## config.mk

```make
export PLATFORM = sky130hd
export DESIGN_NAME = led_matrix_scan_flat
export DESIGN_NICKNAME = d
export VERILOG_FILES = /design/src/rtl/led_matrix_scan_if.sv /design/src/rtl/led_matrix_scan.sv /design/src/flat_wrapper.sv
export SDC_FILE = /design/constraint.sdc
export NUM_CORES = 1
export LEC_CHECK = 0
export CAP_MARGIN = 20
export CORE_ASPECT_RATIO = 0.6
export CORE_UTILIZATION = 45
export CTS_CLUSTER_DIAMETER = 50
export DETAILED_ROUTE_END_ITERATION = 7
export GPL_ROUTABILITY_DRIVEN = 0
export GPL_TIMING_DRIVEN = 0
export PLACE_DENSITY = 0.77
export SLEW_MARGIN = 0
export SYNTH_ARGS = -nofsm -noshare
export SYNTH_HDL_FRONTEND = slang
export SYNTH_SLANG_ARGS = --single-unit
export TNS_END_PERCENT = 1
```

## constraint.sdc

```tcl
create_clock -name clk -period 33.4 [get_ports clk]
set_input_delay 3.34 -clock clk [delete_from_list [all_inputs] [get_ports clk]]
set_output_delay 3.34 -clock clk [all_outputs]
set_load 0.005 [all_outputs]
```

## src/rtl/led_matrix_scan_if.sv

```systemverilog
// Frame hand-off bus between the note renderer and the LED matrix scanner.
// The renderer drives a full 8x8 RGB bitmap; the scanner accepts it when ready.
interface led_matrix_scan_if;
  logic [191:0] bitmap;
  logic         frame_valid;
  logic         frame_ready;

  modport master (output bitmap, output frame_valid, input frame_ready);
  modport slave  (input bitmap, input frame_valid, output frame_ready);
endinterface

```

## src/rtl/led_matrix_scan.sv

```systemverilog
// Scans an 8x8 RGB matrix one row at a time: shift eight columns, latch them, then light the row.
// A pending buffer holds the next frame and is swapped in only at a frame boundary.
module led_matrix_scan #(
  parameter int CLK_DIV = 2,
  parameter int DWELL   = 16
) (
  input  logic                     clk,
  input  logic                     rst,
  led_matrix_scan_if.slave         frm,
  output logic [7:0]               row_n,
  output logic                     ser_r,
  output logic                     ser_g,
  output logic                     ser_b,
  output logic                     sclk,
  output logic                     latch,
  output logic                     oe_n,
  output logic                     frame_done
);

  localparam int TMR_MAX = (CLK_DIV > DWELL) ? CLK_DIV : DWELL;
  localparam int TMR_W   = $clog2(TMR_MAX + 1);

  typedef enum logic [1:0] {SHIFT, LATCH, DISPLAY} state_t;

  state_t             state, state_nxt;
  logic [2:0]         row, row_nxt;
  logic [2:0]         bit_idx, bit_idx_nxt;
  logic               hi, hi_nxt;
  logic [TMR_W-1:0]   tmr, tmr_nxt;
  logic               end_of_frame;

  logic [191:0]       active;
  logic [191:0]       pending;
  logic               pending_full;

  logic [5:0]         pix;
  logic [7:0]         base;
  logic [2:0]         rgb;

  always_ff @(posedge clk or posedge rst) begin
    if (rst) begin
      state   <= SHIFT;
      row     <= '0;
      bit_idx <= '0;
      hi      <= 1'b0;
      tmr     <= '0;
    end else begin
      state   <= state_nxt;
      row     <= row_nxt;
      bit_idx <= bit_idx_nxt;
      hi      <= hi_nxt;
      tmr     <= tmr_nxt;
    end
  end

  // Column sent first is 7, so bit_idx counts up while the column counts down.
  always_comb begin
    state_nxt    = state;
    row_nxt      = row;
    bit_idx_nxt  = bit_idx;
    hi_nxt       = hi;
    tmr_nxt      = tmr + TMR_W'(1);
    end_of_frame = 1'b0;
    case (state)
      SHIFT: begin
        if (tmr == TMR_W'(CLK_DIV - 1)) begin
          tmr_nxt = '0;
          if (!hi) begin
            hi_nxt = 1'b1;
          end else begin
            hi_nxt = 1'b0;
            if (bit_idx == 3'd7) begin
              state_nxt   = LATCH;
              bit_idx_nxt = '0;
            end else begin
              bit_idx_nxt = bit_idx + 3'd1;
            end
          end
        end
      end
      LATCH: begin
        tmr_nxt   = '0;
        state_nxt = DISPLAY;
      end
      DISPLAY: begin
        if (tmr == TMR_W'(DWELL - 1)) begin
          tmr_nxt      = '0;
          state_nxt    = SHIFT;
          row_nxt      = row + 3'd1;
          end_of_frame = (row == 3'd7);
        end
      end
      default: begin
        state_nxt = SHIFT;
        tmr_nxt   = '0;
      end
    endcase
  end

  // Swap and accept are mutually exclusive: ready is low whenever a swap is possible.
  always_ff @(posedge clk or posedge rst) begin
    if (rst) begin
      active       <= '0;
      pending      <= '0;
      pending_full <= 1'b0;
    end else if (end_of_frame && pending_full) begin
      active       <= pending;
      pending_full <= 1'b0;
    end else if (frm.frame_valid && !pending_full) begin
      pending      <= frm.bitmap;
      pending_full <= 1'b1;
    end
  end

  assign frm.frame_ready = ~pending_full;

  assign pix  = {row, 3'd7 - bit_idx};
  assign base = 8'(pix) * 8'd3;
  assign rgb  = active[base +: 3];

  always_comb begin
    row_n      = 8'hFF;
    oe_n       = 1'b1;
    latch      = 1'b0;
    sclk       = 1'b0;
    ser_r      = 1'b0;
    ser_g      = 1'b0;
    ser_b      = 1'b0;
    frame_done = end_of_frame;
    case (state)
      SHIFT: begin
        sclk  = hi;
        ser_r = rgb[0];
        ser_g = rgb[1];
        ser_b = rgb[2];
      end
      LATCH:   latch = 1'b1;
      DISPLAY: begin
        oe_n  = 1'b0;
        row_n = ~(8'd1 << row);
      end
      default: ;
    endcase
  end

endmodule

```

## src/flat_wrapper.sv

```systemverilog
// flat-port wrapper written by rule: the top's interface ports become plain ports
module led_matrix_scan_flat 
#(
  parameter int CLK_DIV = 2,
  parameter int DWELL   = 16
)
  (clk, rst, row_n, ser_r, ser_g, ser_b, sclk, latch, oe_n, frame_done, frm_bitmap, frm_frame_valid, frm_frame_ready);
  led_matrix_scan_if frm_i ();
  input  logic clk;
  input  logic rst;
  output logic [7:0] row_n;
  output logic ser_r;
  output logic ser_g;
  output logic ser_b;
  output logic sclk;
  output logic latch;
  output logic oe_n;
  output logic frame_done;
  input wire logic [$bits(frm_i.bitmap)-1:0] frm_bitmap;
  input wire logic [$bits(frm_i.frame_valid)-1:0] frm_frame_valid;
  output wire logic [$bits(frm_i.frame_ready)-1:0] frm_frame_ready;
  assign frm_i.bitmap = frm_bitmap;
  assign frm_i.frame_valid = frm_frame_valid;
  assign frm_frame_ready = frm_i.frame_ready;
  led_matrix_scan #(.CLK_DIV(CLK_DIV), .DWELL(DWELL)) u_core (.clk(clk), .rst(rst), .frm(frm_i), .row_n(row_n), .ser_r(ser_r), .ser_g(ser_g), .ser_b(ser_b), .sclk(sclk), .latch(latch), .oe_n(oe_n), .frame_done(frame_done));
endmodule
```

Yosys cells after proc, flatten, opt, wreduce, memory -nomap -nowiden. Cells that the tools add are included.

Add/sub/neg operators: 4. Divide/modulo/power cells: 0. Reduce and logical (&&, ||, !) cells: 10. Multiplexer cells: 21. Order comparisons: 0. Shifts and indexed selects: 2. $mul: 1. Eq/ne operators: 10. Bitwise gates (word level): 3.

Operator list (count): $shiftx 192x9->3 (1); $mux 1 (11); $mux 5 (2); $pmux 5 s2 (1); $mul 6x2->8 const B (1); $mux 2 (4); $mux 8 (1); $ne 2x1->1 const B (4); $not 8->8 (1); $shl 1x3->8 const A (1); $add 3x1->3 const B (2); $eq 3x3->1 const B (2); $pmux 2 s3 (1); $reduce_and 2->1 (3); $add 5x1->5 const B (1); $eq 5x1->1 const B (1); $eq 5x4->1 const B (1); $reduce_and 4->1 (1); $mux 3 (1); $reduce_and 3->1 (1); $sub 3x3->3 const A (1); $eq 2x1->1 const B (1); $eq 2x2->1 const B (1); $logic_and 1x1->1 (2); 4 further kinds (5).

Latch bits: 0. Logic and storage cells: 59. Memory bits (writable): 0. ROM bits: 0. Memories: 0. Flip-flop bits (word level): 399. Input port bits: 195. Output and inout port bits: 16.

Longest topological paths before layout.
Word-level depth: 6. Depth in mapped cells: 8. Gate-level depth less buffers: 6.

Worst setup path after synthesis. OpenSTA, ideal clock, no wires.

Kind: register -> output. Start: register u_core.bit_idx[0]. End: output port ser_g. Path buffers: 2. Data arrival time: 2143 ps. Cell stages (with the launch flop): 7. Data required time: 30060 ps. Setup slack: 27917 ps. Cell sequence: dfrtp_1 -> buf_2 -> buf_2 -> mux4_2 -> a22oi_1 -> a21boi_0 -> or4_1.

Cells in the longest elaborated chain, start to end: 4.

Ends and longest elaborated chain: start: declaration (RTL line led_matrix_scan.sv:27) `logic [2:0] bit_idx, bit_idx_nxt;`; start signal: assignment (RTL line led_matrix_scan.sv:50) `bit_idx <= bit_idx_nxt;`; $sub 3x3->3 (RTL line led_matrix_scan.sv:117) `assign pix = {row, 3'd7 - bit_idx};`; $mul 6x2->8 (RTL line led_matrix_scan.sv:118) `assign base = 8'(pix) * 8'd3;`; $shiftx 192x9->3 (RTL line led_matrix_scan.sv:119) `assign rgb = active[base +: 3];`; $mux 1 (RTL line led_matrix_scan.sv:130) `case (state)`; end: declaration (RTL line flat_wrapper.sv:13) `output logic ser_g;`.

No other way between the ends.

Worst setup path after layout.
Start: register u_core.bit_idx[1]. End: output port ser_b.

Cells in the longest elaborated chain, start to end: 4.

Ends and longest elaborated chain: $sub 3x3->3 (RTL line led_matrix_scan.sv:117); $mul 6x2->8 (RTL line led_matrix_scan.sv:118); $shiftx 192x9->3 (RTL line led_matrix_scan.sv:119); $mux 1 (RTL line led_matrix_scan.sv:130); end: declaration (RTL line flat_wrapper.sv:14) `output logic ser_b;`.

No other way between the ends.

==> qor.csv <==
stage,metric,value,unit
synthesis,"Seq/Total Area, Yosys",60.4,%
grt,first-pass GRT wire length,58400,um
synthesis,Synth Register Bits,399,
synthesis,area share of the largest cell type after synthesis,60.4,%
grt,initial antenna violation count,0,
clock_network,htree depth,2,
layout,share of layout cells above drive strength 1,41.3,%
placement,Port Buffers,210,
grt,GRT Overall Usage,20.6,%
worst_setup_path,Crit. End Element,primary output,
floorplanning,Initial Utilization,46.5,%
layout,Ant. Diodes,0,
min_path,Hold Path Class,reg2reg,
route,ANT nets after route,0,
route,met2 routed WL,17100,um
route,drt drc,0,
pwr,Leak,9.40,nW
sta,Final WS setup,26060,ps
synthesis,"count leader, synth",dfrtp_1,
route,DR WL met3,1780,um
clock_network,Clock transition at path regs,60,ps
grt,largest net degree at the start of global routing,128,
sta,Tmin final,7340,ps
sta,Setup TNS Final,0,ps
route,vias per cell,5.34,
clock_network,clk sinks,399,
sta,Setup Viol. Count Final,0,
sta,Slew Limit Fails,0,
worst_setup_path,kind of critical path,reg2out,
run_status,status,finished clean,
sta,Clock Skew,13.4,ps
synthesis,synth top area cells,"dfrtp_1 60%, mux2_2 26%, mux4_2 6.1%, mux4_1 0.95%, ha_1 0.83%",
route,Initial DRC Count,506,
sta,fmax,136,MHz
clock_network,post_cts resized,0,
grt,grt ovf,0,
worst_setup_path,r2r worst-path depth,8,
floorplanning,Core Area,35500,um2
run,Max-Cap Viols,0,
route,highest metal used,met4,
synthesis,"FFs w/ async S/R, synth",100,%
placement,worst slack at placement,26590,ps
worst_setup_path,CP Launch Type,flip-flop,
clock_network,CTS root buffer,clkbuf_16,
floorplanning,I/O Pins,211,
layout,Final Non-Filler Cells,1756,
synthesis,Unique masters post-synth,43,
synthesis,"Avg Cell Area, Syn",16.4,um2
sta,Slew headroom,24.4,%
floorplanning,die area,37500,um2
placement,placed insts,1686,
synthesis,Syn Std Cell Area,16500,um2
clock_network,buffer count from post-CTS setup fixing,0,
worst_setup_path,Worst Path Required,30060,ps
clock_network,CTS tree,done,
worst_setup_path,CP max FO,10,
route,DR pass1 iterations,5,
synthesis,total number of yosys warnings,0,
synthesis,main flop type after synthesis,dfrtp_1,
sta,RSZ-0062 raised after global routing,false,
synthesis,number of flops mapped to enable cells by yosys,0,
placement,Final HPWL DP,27000,um
floorplanning,Die Height,150,um
sta,Tcrit/Tclk final,22.0,%
clock_network,Worst-Skew Late Latency,530,ps
route,Via Count,9374,
min_path,WHS Path Cells,1,
route,metal1 wirelength,17900,um
floorplanning,Cell Rows,53,
clock_network,# hold bufs at CTS,0,
sta,Final Hold Vio Count,0,
grt,vias in the first global route,10100,
synthesis,Mapped Cells,1006,
pwr,power per cell area,51.4,nW/um2
route,WL/cell,21.4,um
clock_network,Max clock buf depth,3,
synthesis,Synth top cells by count,"399 x dfrtp_1, 387 x mux2_2, 45 x mux4_2",
layout,synth-to-layout area growth,25.2,%
synthesis,post-synth top area cell,dfrtp_1,
synthesis,Synth Net Count,1212,
floorplanning,chip width,249,um
route,drt total wl,37600,um
worst_setup_path,R2R Setup Slk,30790,ps
clock_network,CTS Buf Count,39,
sta,hold_ws,468,ps
pwr,Peak VDD IR,31.7,uV
layout,fin nets,1466,
placement,Post-DP Area,19300,um2
layout,design area,20700,um2
sta,Slew @ Worst Pin,1130,ps
worst_setup_path,arrival time at the worst endpoint,4000,ps
==> kinds of logic (layout without fill, tap and decap cells) <==
logic type	Yosys count	after routing	synth area share, %
fa+ha+maj	11	11	0.833
mux	446	446	33.9
buf+inv	65	348	1.74
xor+xnor	4	4	0.212
compound gates	25	25	1.06
flops	399	399	60.4
simple gates	56	56	1.78
==> report_power, final <==
group,leakage (nW),internal [mW],switching [mW]
Sequential,5.19,0.514,0.0163
Clock,0.690,0.285,0.184
Combinational,3.52,0.0425,0.0209
Total,9.40,0.841,0.221
==> cell usage in the layout (no fill, tap or decap), types with 3 or more instances in the layout <==
cell type          n
a22o_1             4
buf_16             3
a22oi_1            3
o22ai_1            4
buf_1              3
and2_1             3
nand3_1            9
clkbuf_16         41
inv_1              6
mux4_2            45
clkbuf_8          10
mux4_1             6
clkdlybuf4s50_1  210
xnor2_1            3
o21ai_0            3
mux2_2           387
nor2_1            13
dfrtp_1          399
bufinv_16          5
nor2b_1            6
buf_2             26
nand2_1           10
clkinv_2           8
mux2i_1            8
clkbuf_1          31
ha_1              11
==> per-stage QoR <==
| step | total power, mW | util, % |
|---|---|---|
| after floorplan | 0.566 | - |
| after global placement | 0.599 | 54.0 |
| after detailed placement | 0.603 | 54.3 |
| after CTS | 1.07 | 58.2 |
| after global routing | 1.10 | 58.2 |
| final | 1.06 | 58.2 |
==> worst max-delay path, stage by stage, from the launching register on <==
cell and delay, ps:
dfrtp_1 520, buf_6 250, clkbuf_1 860, mux4_2 370, mux2i_1 120, mux4_2 560, o211ai_1 190, clkdlybuf4s50_1 600
==> layer usage <==
| metal | GRT usage (%) | vias to the layer above |
|---|---|---|
| met5 | 0 | - |
| met2 | 32.0 | 202 |
| li1 | - | 4182 |
| met4 | 5.31 | 0 |
| met3 | 4.22 | 53 |
| met1 | 29.9 | 4937 |
==> flip-flops by register name (all words and copies together) (netlist names) <==
name and count:
u_core.pending_full 1, u_core.state 2, u_core.hi 1, u_core.row 3, u_core.bit_idx 3, u_core.tmr 5, u_core.active 192, u_core.pending 192
==> layout make-up <==
class                   instances  area [um2]
fillers                      2687       14900
well taps                     467         584
plain buffers                  57         258
clock inverters                14         199
multi-input cells             542        6250
flip-flops and latches        399        9980
inverters                       8        37.5
clock buffers                  56        1180
repair buffers                213        2180
==> path summary, 6_finish.rpt <==
path,from,to
setup / recovery,u_core.bit_idx[1]$_DFFE_PP0P_,ser_b
hold / removal,u_core.hi$_DFFE_PP0P_,u_core.hi$_DFFE_PP0P_
setup reg to reg,u_core.state[1]$_DFFE_PP0P_,u_core.active[87]$_DFFE_PP0P_
hold reg to reg,u_core.hi$_DFFE_PP0P_,u_core.hi$_DFFE_PP0P_
max in group asynchronous,rst,u_core.pending[111]$_DFFE_PP0P_
min in group asynchronous,rst,u_core.pending[68]$_DFFE_PP0P_
No activity file was read; power rests on OpenSTA's default activity.
